--- src/rtl/tdm_demux4.sv ---
// 4:1 TDM receiver: follows slot position from the frame-sync marker and hands a
// complete frame to channel outputs a..d at end of frame with a one-cycle valid pulse.
module tdm_demux4 #(
  parameter int WIDTH      = 1,
  parameter int MISS_LIMIT = 3
) (
  input  logic             clk,
  input  logic             reset,
  input  logic             en,
  input  logic [WIDTH-1:0] in,
  input  logic             sync,
  output logic [WIDTH-1:0] a,
  output logic [WIDTH-1:0] b,
  output logic [WIDTH-1:0] c,
  output logic [WIDTH-1:0] d,
  output logic [1:0]       s,
  output logic             valid,
  output logic             locked,
  output logic             sync_err
);

  localparam int MW = $clog2(MISS_LIMIT + 1);
  localparam logic [MW-1:0] MISS_MAX = MW'(MISS_LIMIT);

  typedef enum logic {HUNT, LOCKED} state_t;

  state_t           state_q;
  logic [1:0]       s_q;
  logic [MW-1:0]    miss_q;
  logic [WIDTH-1:0] stg0_q, stg1_q, stg2_q;
  logic [WIDTH-1:0] a_q, b_q, c_q, d_q;
  logic             valid_q, locked_q, sync_err_q;

  always_ff @(posedge clk or posedge reset) begin
    if (reset) begin
      state_q    <= HUNT;
      s_q        <= '0;
      miss_q     <= '0;
      stg0_q     <= '0;
      stg1_q     <= '0;
      stg2_q     <= '0;
      a_q        <= '0;
      b_q        <= '0;
      c_q        <= '0;
      d_q        <= '0;
      valid_q    <= 1'b0;
      locked_q   <= 1'b0;
      sync_err_q <= 1'b0;
    end else begin
      valid_q    <= 1'b0;
      sync_err_q <= 1'b0;
      if (en) begin
        case (state_q)
          HUNT: begin
            if (sync) begin
              stg0_q   <= in;
              s_q      <= 2'd1;
              miss_q   <= '0;
              state_q  <= LOCKED;
              locked_q <= 1'b1;
            end
          end
          LOCKED: begin
            if (sync && s_q != 2'd0) begin
              // Misaligned sync: drop the partial frame and restart at slot 0.
              sync_err_q <= 1'b1;
              stg0_q     <= in;
              s_q        <= 2'd1;
              miss_q     <= '0;
            end else if (s_q == 2'd0) begin
              if (sync) begin
                stg0_q <= in;
                s_q    <= 2'd1;
                miss_q <= '0;
              end else if (miss_q + 1'b1 == MISS_MAX) begin
                state_q  <= HUNT;
                locked_q <= 1'b0;
                s_q      <= 2'd0;
                miss_q   <= '0;
              end else begin
                stg0_q <= in;
                s_q    <= 2'd1;
                miss_q <= miss_q + 1'b1;
              end
            end else if (s_q == 2'd3) begin
              a_q     <= stg0_q;
              b_q     <= stg1_q;
              c_q     <= stg2_q;
              d_q     <= in;
              valid_q <= 1'b1;
              s_q     <= 2'd0;
            end else begin
              if (s_q == 2'd1) stg1_q <= in;
              else             stg2_q <= in;
              s_q <= s_q + 2'd1;
            end
          end
          default: state_q <= HUNT;
        endcase
      end
    end
  end

  assign a        = a_q;
  assign b        = b_q;
  assign c        = c_q;
  assign d        = d_q;
  assign s        = s_q;
  assign valid    = valid_q;
  assign locked   = locked_q;
  assign sync_err = sync_err_q;

endmodule
--- config.mk ---
export PLATFORM = sky130hd
export DESIGN_NAME = tdm_demux4
export DESIGN_NICKNAME = d
export VERILOG_FILES = /design/src/rtl/tdm_demux4.sv
export SDC_FILE = /design/constraint.sdc
export NUM_CORES = 1
export LEC_CHECK = 0
export BUFFER_PORTS_ARGS = -buffer_cell sky130_fd_sc_hd__buf_2
export CORE_MARGIN = 2
export CORE_UTILIZATION = 52
export CTS_CLUSTER_DIAMETER = 40
export DETAILED_ROUTE_END_ITERATION = 10
export GPL_ROUTABILITY_DRIVEN = 1
export PLACE_DENSITY = 0.85
export SYNTH_ARGS = -nofsm -noshare
export SYNTH_HDL_FRONTEND = slang
export SYNTH_SLANG_ARGS = --single-unit
--- constraint.sdc ---
create_clock -name clk -period 2.3 [get_ports clk]
set_input_delay 0.23 -clock clk [delete_from_list [all_inputs] [get_ports clk]]
set_output_delay 0.23 -clock clk [all_outputs]
set_load 0.1 [all_outputs]
* Yosys cells after proc, flatten, opt, wreduce, memory -nomap -nowiden *
Cells that the tools add are included.

storage, ports and cells
  register bits = 15
  bits of input ports = 5
  output and inout bits = 9

cells by class
  muxes and demuxes = 39
  add/subtract/negate cells = 2
  equal/unequal tests = 10
  bitwise logic cells = 5
  reduce and logical (&&, ||, !) cells = 10

operators by type and width
  operator                                                                  number
  1-bit 2-to-1 mux                                                          25
  2-bit 2-to-1 mux                                                          9
  6-bit AND reduction                                                       3
  2-bit case mux with 2 select lines                                        2
  2-bit inequality test (second input constant)                             3
  1-bit case mux with 2 select lines                                        3
  1-bit inverter                                                            5
  5-bit AND reduction                                                       1
  2-bit by 1-bit adder with 2-bit output (second input constant)            2
  2-bit == test (second input constant)                                     2
  2-bit by 1-bit inequality test with 1-bit output (second input constant)  2
  4-bit inequality test (second input constant)                             1
  4-bit AND reduction                                                       1
  3-bit by 1-bit inequality test with 1-bit output (second input constant)  1
  3-bit AND reduction                                                       1
  2-bit by 1-bit == test with 1-bit output (second input constant)          1
  2-bit logical NOT                                                         1
  2-bit AND reduction                                                       1
  2-bit nonzero test                                                        1
  1-bit logical AND                                                         1

* Logic depth before layout (Yosys ltp) *
Gate-level depths: netlist of run 1.

  depth in word-level cells = 7
  depth in mapped cells = 5
  gate-level depth less buffers = 5

* Worst setup path before layout of run 1 *
OpenSTA, ideal clock, no wires.

  kind = register to register
  start = register s_q[0] (netlist: s[0])
  end = register stg2_q
  clock period less this slack = 2.403 ns
  stages on the path, launching flop included = 6
  arrival = 2.278 ns
  required time = 2.175 ns
  setup slack = -0.103 ns
  cells stage by stage = dfrtp_1 inv_1 ha_1 or3_1 nor3_1 mux2_2

on the way
  word-level cells in the longest chain between the ends = 4
  elaborated cells on any way between the ends = 10

RTL lines
  element                            line  text
  start, declared                    28    logic [1:0] s_q;
  start signal, assigned             95    s_q <= s_q + 2'd1;
  2-bit nonzero test                 64    if (sync && s_q != 2'd0) begin
  1-bit logical AND                  64
  1-bit inverter (no line)           --
  6-bit AND reduction (no line) (*)  --
  end signal, assigned               94    else stg2_q <= in;
  end, declared                      30    logic [WIDTH-1:0] stg0_q, stg1_q, stg2_q;

Every way passes the cells marked *; elsewhere a longest branch is shown, timed or not.
A chain may end at the register's enable or synchronous reset.

* Worst setup path in the final report of run 1 *
Same ends and word-level chain as after synthesis.

==> results of run 1 <==
-- metal layers --
layer / track usage / vias to the layer above
li1: - / 262
met1: 0.208 / 267
met2: 0.265 / 13
met3: 0.0302 / 5
met4: 0.131 / 0
met5: 0 / -
-- logic make-up after synthesis --
| logic type | after synthesis | share of synthesized area |
|---|---|---|
| adders and majority gates | 4 | 0.0656 |
| and+or+nand+nor | 20 | 0.175 |
| AOI/OAI and AO/OA | 13 | 0.116 |
| buffers and inverters | 5 | 0.0279 |
| DFF | 15 | 0.492 |
| muxes | 7 | 0.123 |
-- area by class of cell --
| cell class | instances | area (um^2) |
|---|---|---|
| Fill cell | 105 | 458 |
| Sequential cell | 15 | 378 |
| Multi-Input combinational cell | 44 | 367 |
| Timing Repair Buffer | 14 | 75.1 |
| Clock buffer | 4 | 26.3 |
| Tap cell | 15 | 18.8 |
| Inverter | 3 | 11.3 |
-- stage by stage --
step                std cells  setup slack (ns)   util
finish                     95             0.550  0.657
global route               95             0.482  0.657
CTS                        95             0.550  0.657
detailed placement         90             0.572  0.629
global placement           90             0.609  0.629
floorplan                  64             0.221      -
-- power by group through the flow --
| stage | Combinational [mW] | Sequential, mW | Clock, mW |
|---|---|---|---|
| finish | 0.690 | 0.410 | 0.151 |
| CTS | 0.693 | 0.411 | 0.154 |
| global placement | 0.680 | 0.406 | 0 |
| detailed placement | 0.689 | 0.416 | 0 |
| global route | 0.722 | 0.423 | 0.158 |
| floorplan | 0.218 | 0.779 | 0 |
-- sequential cells by signal (all words and copies together) (netlist names) --
| signal | count |
|---|---|
| locked | 1 |
| stg0_q | 1 |
| valid | 1 |
| b | 1 |
| d | 1 |
| s | 2 |
| sync_err | 1 |
| miss_q | 2 |
| a | 1 |
| stg2_q | 1 |
| state_q | 1 |
| c | 1 |
| stg1_q | 1 |
-- cell usage after synthesis, drive strengths merged, types with 2 or more instances --
| master | n | area share |
|---|---|---|
| mux2 | 7 | 0.12 |
| or3 | 2 | 0.023 |
| dfrtp | 15 | 0.49 |
| ha | 4 | 0.066 |
| buf | 2 | 0.013 |
| and2 | 2 | 0.020 |
| o21ai | 4 | 0.026 |
| nor2 | 4 | 0.020 |
| a21oi | 2 | 0.013 |
| inv | 3 | 0.015 |
| a22o | 3 | 0.034 |
| nand2b | 2 | 0.016 |
-- worst min-delay path by stage --
stage / to / cells after the start
3_5_place_dp: b / 2
3_3_place_gp: b / 2
2_1_floorplan: a / 1
4_1_cts: d / 2
5_1_grt: stg2_q / 2
6_report: d / 2
==> metrics.md, run 1 <==
| Metric | Value |
|---|---|
| Status | finished clean |
| Crit path buf inv count | 1 |
| Switch share | 0.517 |
| Post-route ant nets | 0 |
| Row Count | 13 |
| Final period demand of the worst path | about 1.8 ns |
| Setup crit end | stg2_q |
| Crit. Startpoint | s[0] |
| Post-CTS setup buffer count | 0 |
| Relative slew slack | 0.623 |
| Post-CTS resize count | 0 |
| Fraction of power consumed by combinational cells | 0.552 |
| Peak VDD IR | a little over 0.0009 V |
| HP Start | in |
| CTS Buf Count | 3 |
| Initial antenna violation count | 0 |
| Max-capacitance violation count | 0 |
| Reg-to-reg startpoint | s[0] |
| Fmax achieved | about 0.57 GHz |
| First-pass GRT wire length | between 2000 and 2500 um |
| Drt pass-1 iters | 4 |
| Worst flop-to-flop path endpoint | stg2_q |
| Async S/R FF share, synth | 1.00 |
| Clk slew on worst S/H paths | approximately 0.08 ns |
| Clock Latency Late Sink | approximately 0.28 ns |
| Mapped Avg Cell Area | about 12 um^2 |
| Critical path, cell by cell | inv_1, ha_1, or3_1, nor3_1, mux2_2 |
| Gpl congestion | slightly above 0.8 |
| IO buf count | 13 |
| Share of cells above drive strength 1 | 0.363 |
| Clock skew | 0.000484 ns |
| Initial Utilization | 0.572 |
| # IOs | 14 |
| Iter 0 DRT Violations | 12 |
| Vias per cell | around 5.8 |
| Final setup viols | 0 |
| Antenna diode count | 0 |
| Total grt overflow | 0 |
| WP depth | 5 |
| Syn Nets | 73 |
| Leakage | 0.427 nW |
| Largest net degree at the start of global routing | 16 |
| Top sig layer | met4 |
| Clock group share of total power | 0.121 |
| Worst Setup End Kind | register |
| P&R area growth vs syn | 14.8% |
| CTS Buffer Depth | 2 |
| EDFF count, synth | 0 |
| P_int | 0.604 mW |
| DR WL/cell | between 10 and 15 um |
| RSZ-0062 raised after global routing | no |
| Root Driver | clkbuf_4 |
| Metal3 WL | approximately 52 um |
| Sequential Power Share | 0.327 |
| Cell Area, Placed | ~840 um^2 |
| R2r setup slk | between 0.5 and 0.6 ns |
| Required @ worst endpoint | approximately 2.5 ns |
| Die Height | roughly 42 um |
| Clock sink count | 15 |
| Register area share after synthesis | 0.492 |
| CP startpoint kind | register |
| Total Routing Usage GR | 0.171 |
| Die area | 0.00179 mm^2 |
| Final hold vios | 0 |
| Core area | about 0.0013 mm^2 |
| PD cells | roughly 1400 mW/mm^2 |
| Placed wire-length estimate | between 900 and 1000 um |
| Vias in the first global route | 519 |
| Hold crit path type | input pin to register |
| Min Hold Slack | ~0.22 ns |
| Yosys cell types | 28 |
| Nets@finish | 90 |
| Total power | roughly 1.3 mW |
| Flops & latches, synth | 15 |
| Mapped cell area | 763 um^2 |
| WL met2 | between 600 and 700 um |
| Die W | 42.3 um |
| R2R cell count | 5 |
| Crit Path Max Fanout | 7 |
| Slew @ Worst Pin | roughly 0.56 ns |
| Critical path's top delay family | simple AND/OR/NAND/NOR gates |
| Setup CP Type | register to register |
| Most frequent cells in the layout | dfrtp_1 (13), buf_2 (13) |
| TNS Setup | 0 ns |
| Routed WL | 1340 um |
| Max incr delay on CP | roughly 0.40 ns |
| CTS tree | built |
| DRC Markers | 0 |
| CTS Hold Bufs | 1 |
| CP Data Arrival Time | approximately 1.9 ns |
| Fin. max-slew vios | 0 |
| CP max stage cell | dfrtp_2 |
| Tcrit/Tclk final | 0.761 |
| Syn Inst Count | 64 |
| NetSw | roughly 0.65 mW |
| Final instance area | a little under 900 um^2 |
| Main synth FF type | dfrtp_1 |
| Post-Route M1 WL | 636 um |
| Routed via count | about 550 |
| YS warnings | 0 |
| Htree depth | 1 |
(Power assumes the default switching activity.)
==> run 2, diff against run 1 <==
- ABC_AREA: default -> 1
- PLACE_DENSITY: 0.85 -> 0.86
- clock period: 2.3 -> 1.7 ns (I/O delays scaled with it)
==> run 2 against run 1 <==
- die area is 2.5% lower
- sequential power grew 35%
- synthesized area shrank 2.8%
- register-to-register slack worse by 0.26 ns
- highest routed layer unchanged
==> metrics.md, run 2 <==
| Metric | Value |
|---|---|
| Status | finished clean |
| Async S/R FF share, synth | 1.00 |
| RSZ-0062 raised after global routing | no |
| Main synth FF type | dfrtp_1 |
| CTS Hold Bufs | 1 |
| Multi-input logic area | between 300 and 400 um^2 |
| IO buf count | 13 |
| Placed wire-length estimate | between 900 and 1000 um |
| R2r setup slk | around 0.29 ns |
| Post-route ant nets | 0 |
| Final hold vios | 0 |
| Final period demand of the worst path | around 1.4 ns |
| Htree depth | 1 |
| Slew @ Worst Pin | around 0.55 ns |
| CTS tree | built |
| Initial Utilization | 0.563 |
| CP max stage cell | dfrtp_2 |
| Commonest non-fill, non-tap cell in the layout | nand2_1 |
| Clock sink count | 15 |
| List of most frequent post-synthesis cells | nand2_1 (16), dfrtp_1 (15), inv_1 (13) |
| Largest net degree at the start of global routing | 16 |
| Total grt overflow | 0 |
| Initial antenna violation count | 0 |
| Util after Layout | 0.656 |
| Die area | between 0.0015 and 0.002 mm^2 |
| Share of cells above drive strength 1 | 0.248 |
| PD cells | between 1500 and 2000 mW/mm^2 |
| CP Data Arrival Time | between 1.5 and 2 ns |
| Row Count | 13 |
| Post-CTS resize count | 0 |
| Final setup viols | 0 |
| Syn Nets | between 90 and 100 |
| Register area share after synthesis | 0.506 |
| FILL cells | roughly 110 |
| # IOs | 14 |
| Worst flop-to-flop path endpoint | s[0] |
| Most frequent CP cell | o21ai_0 |
| EDFF count, synth | 0 |
| Post-CTS setup buffer count | 0 |
| Hold crit path type | input pin to register |
| CTS Buffer Depth | 2 |
| CP startpoint kind | register |
| Top-area cell type share of the netlist area | 0.506 |
| Vias in the first global route | between 500 and 600 |
| Routed via count | 587 |
| Flops & latches, synth | 15 |
| Max-capacitance violation count | 0 |
| Total Routing Usage GR | 0.168 |
| HP Start | en |
| Fmax achieved | just over 0.7 GHz |
| Leakage | between 0.4 and 0.5 nW |
| Mapped cell area | 742 um^2 |
| Setup CP Type | register to register |
| Required @ worst endpoint | roughly 1.9 ns |
| Yosys cell types | 15 |
| Max incr delay on CP | 0.40 ns |
| Vias per cell | 5.06 |
| Cell taking the most area after synthesis | dfrtp_1 |
| Clock Latency Late Sink | about 0.28 ns |
| DRC Markers | 0 |
| Die W | around 42 um |
| Antenna diode count | 0 |
| Root Driver | clkbuf_4 |
| P&R area growth vs syn | 16.5% |
| Tcrit/Tclk final | 0.828 |
| Syn Inst Count | just over 80 |
| Gpl congestion | 0.849 |
| Crit Path Max Fanout | 5 |
| First-pass GRT wire length | 2190 um |
| Clock skew | 0.00224 ns |
| Register Area | between 300 and 400 um^2 |
| Nets@finish | 111 |
| Reg-to-reg startpoint | s[0] |
| Peak VDD IR | about 0.0012 V |
| Relative slew slack | 0.630 |
| Fin. max-slew vios | 0 |
| Routed WL | 1210 um |
| Iter 0 DRT Violations | 8 |
| DR WL/cell | about 10 um |
| Hold depth | 2 |
| Most frequent cells in the layout | nand2_1 (16), inv_1 (13), dfrtp_1 (13), buf_2 (13), o21ai_1 (8) |
| Clk slew on worst S/H paths | approximately 0.090 ns |
| YS warnings | 0 |
| Critical path, cell by cell | inv_1, ha_1, nor2_1, o21ai_0, nand3_1, o21ai_0 |
| Most frequent cell after synthesis | nand2_1 |
| Worst Setup End Kind | register |
| Largest cells by area after synthesis | dfrtp_1 (51%), nand2_1 (8.1%), ha_1 (6.7%) |
| CTS Buf Count | 3 |
| Hold endpoint | state_q |
| TNS Setup | 0 ns |
| Drt pass-1 iters | 3 |
| Mapped Avg Cell Area | about 8.9 um^2 |
| Core area | roughly 0.0013 mm^2 |
| R2R cell count | 6 |
| Die Height | 41.8 um |
==> run 2: cell types whose count changed in the layout (fill, tap and decap cells not counted), moves of 3 or more <==
cell and delta:
mux2_2 -3, nand3_1 +5, inv_1 +10, nand4_1 +6
o21ai_1 +8, mux2_4 -4, a22o_1 -3, nand2_1 +15
==> run 2: worst max-delay path by stage <==
stage / to / from / slack [ns]
CTS: s[0] / s[0] / 0.29
finish: s[0] / s[0] / 0.29
floorplan: a / s[0] / 0.009
global route: s[0] / s[0] / 0.15
global placement: s[0] / s[0] / 0.39
detailed placement: s[0] / s[0] / 0.30
==> run 2: routing by layer <==
metal  up-vias  share of wire  wire [um]  global-route usage
li1        307              -          -                   -
met1       260           0.49        587               0.216
met2        15           0.44        531               0.241
met3         5          0.046         55              0.0522
met4         0          0.028         34               0.116
met5         -              0          0                   0
==> run 2: area by class of cell <==
| cell class | count | area share |
|---|---|---|
| clock buffers | 4 | 0.0304 |
| inverters | 15 | 0.0666 |
| multi-input cells | 53 | 0.357 |
| repair buffers | 14 | 0.0868 |
| well taps | 15 | 0.0217 |
| flip-flops and latches | 15 | 0.437 |
==> run 2: kinds of logic (layout without fill, tap and decap cells) <==
family / after synthesis / count (layout) / synth area share
adders and majority gates: 4 / 4 / 0.0675
AOI/OAI and AO/OA: 13 / 13 / 0.0928
DFF: 15 / 15 / 0.506
buffers and inverters: 15 / 33 / 0.0776
and+or+nand+nor: 36 / 36 / 0.256
==> run 2: through the flow <==
step / hold WS [ns] / instances / setup slack [ns] / cell area, um^2 / total power, mW
after floorplan: 0.0713 / 83 / 0.00892 / 744 / 1.32
after global placement: 0.244 / 111 / 0.387 / 828 / 1.45
after detailed placement: 0.252 / 111 / 0.304 / 828 / 1.47
after CTS: 0.127 / 116 / 0.287 / 865 / 1.67
after global routing: 0.137 / 116 / 0.154 / 865 / 1.77
final: 0.126 / 116 / 0.293 / 865 / 1.66
==> run 2: power by group <==
part / internal [mW] / total, mW / switching, mW / leakage (nW)
Combinational: 0.175 / 0.905 / 0.730 / 0.246
Clock: 0.0911 / 0.200 / 0.109 / 0.0150
Sequential: 0.478 / 0.554 / 0.0754 / 0.187
Total: 0.744 / 1.66 / 0.915 / 0.448
==> run 2: critical path, delay by kind of cell (launching register included) <==
kind                     cells  cell delay, ns
AND/OR/NAND/NOR              2            0.34
adder cells (fa/ha/maj)      1            0.22
AO/OA/AOI/OAI                2            0.24
flip-flops                   1            0.40
buffers and inverters        1            0.08
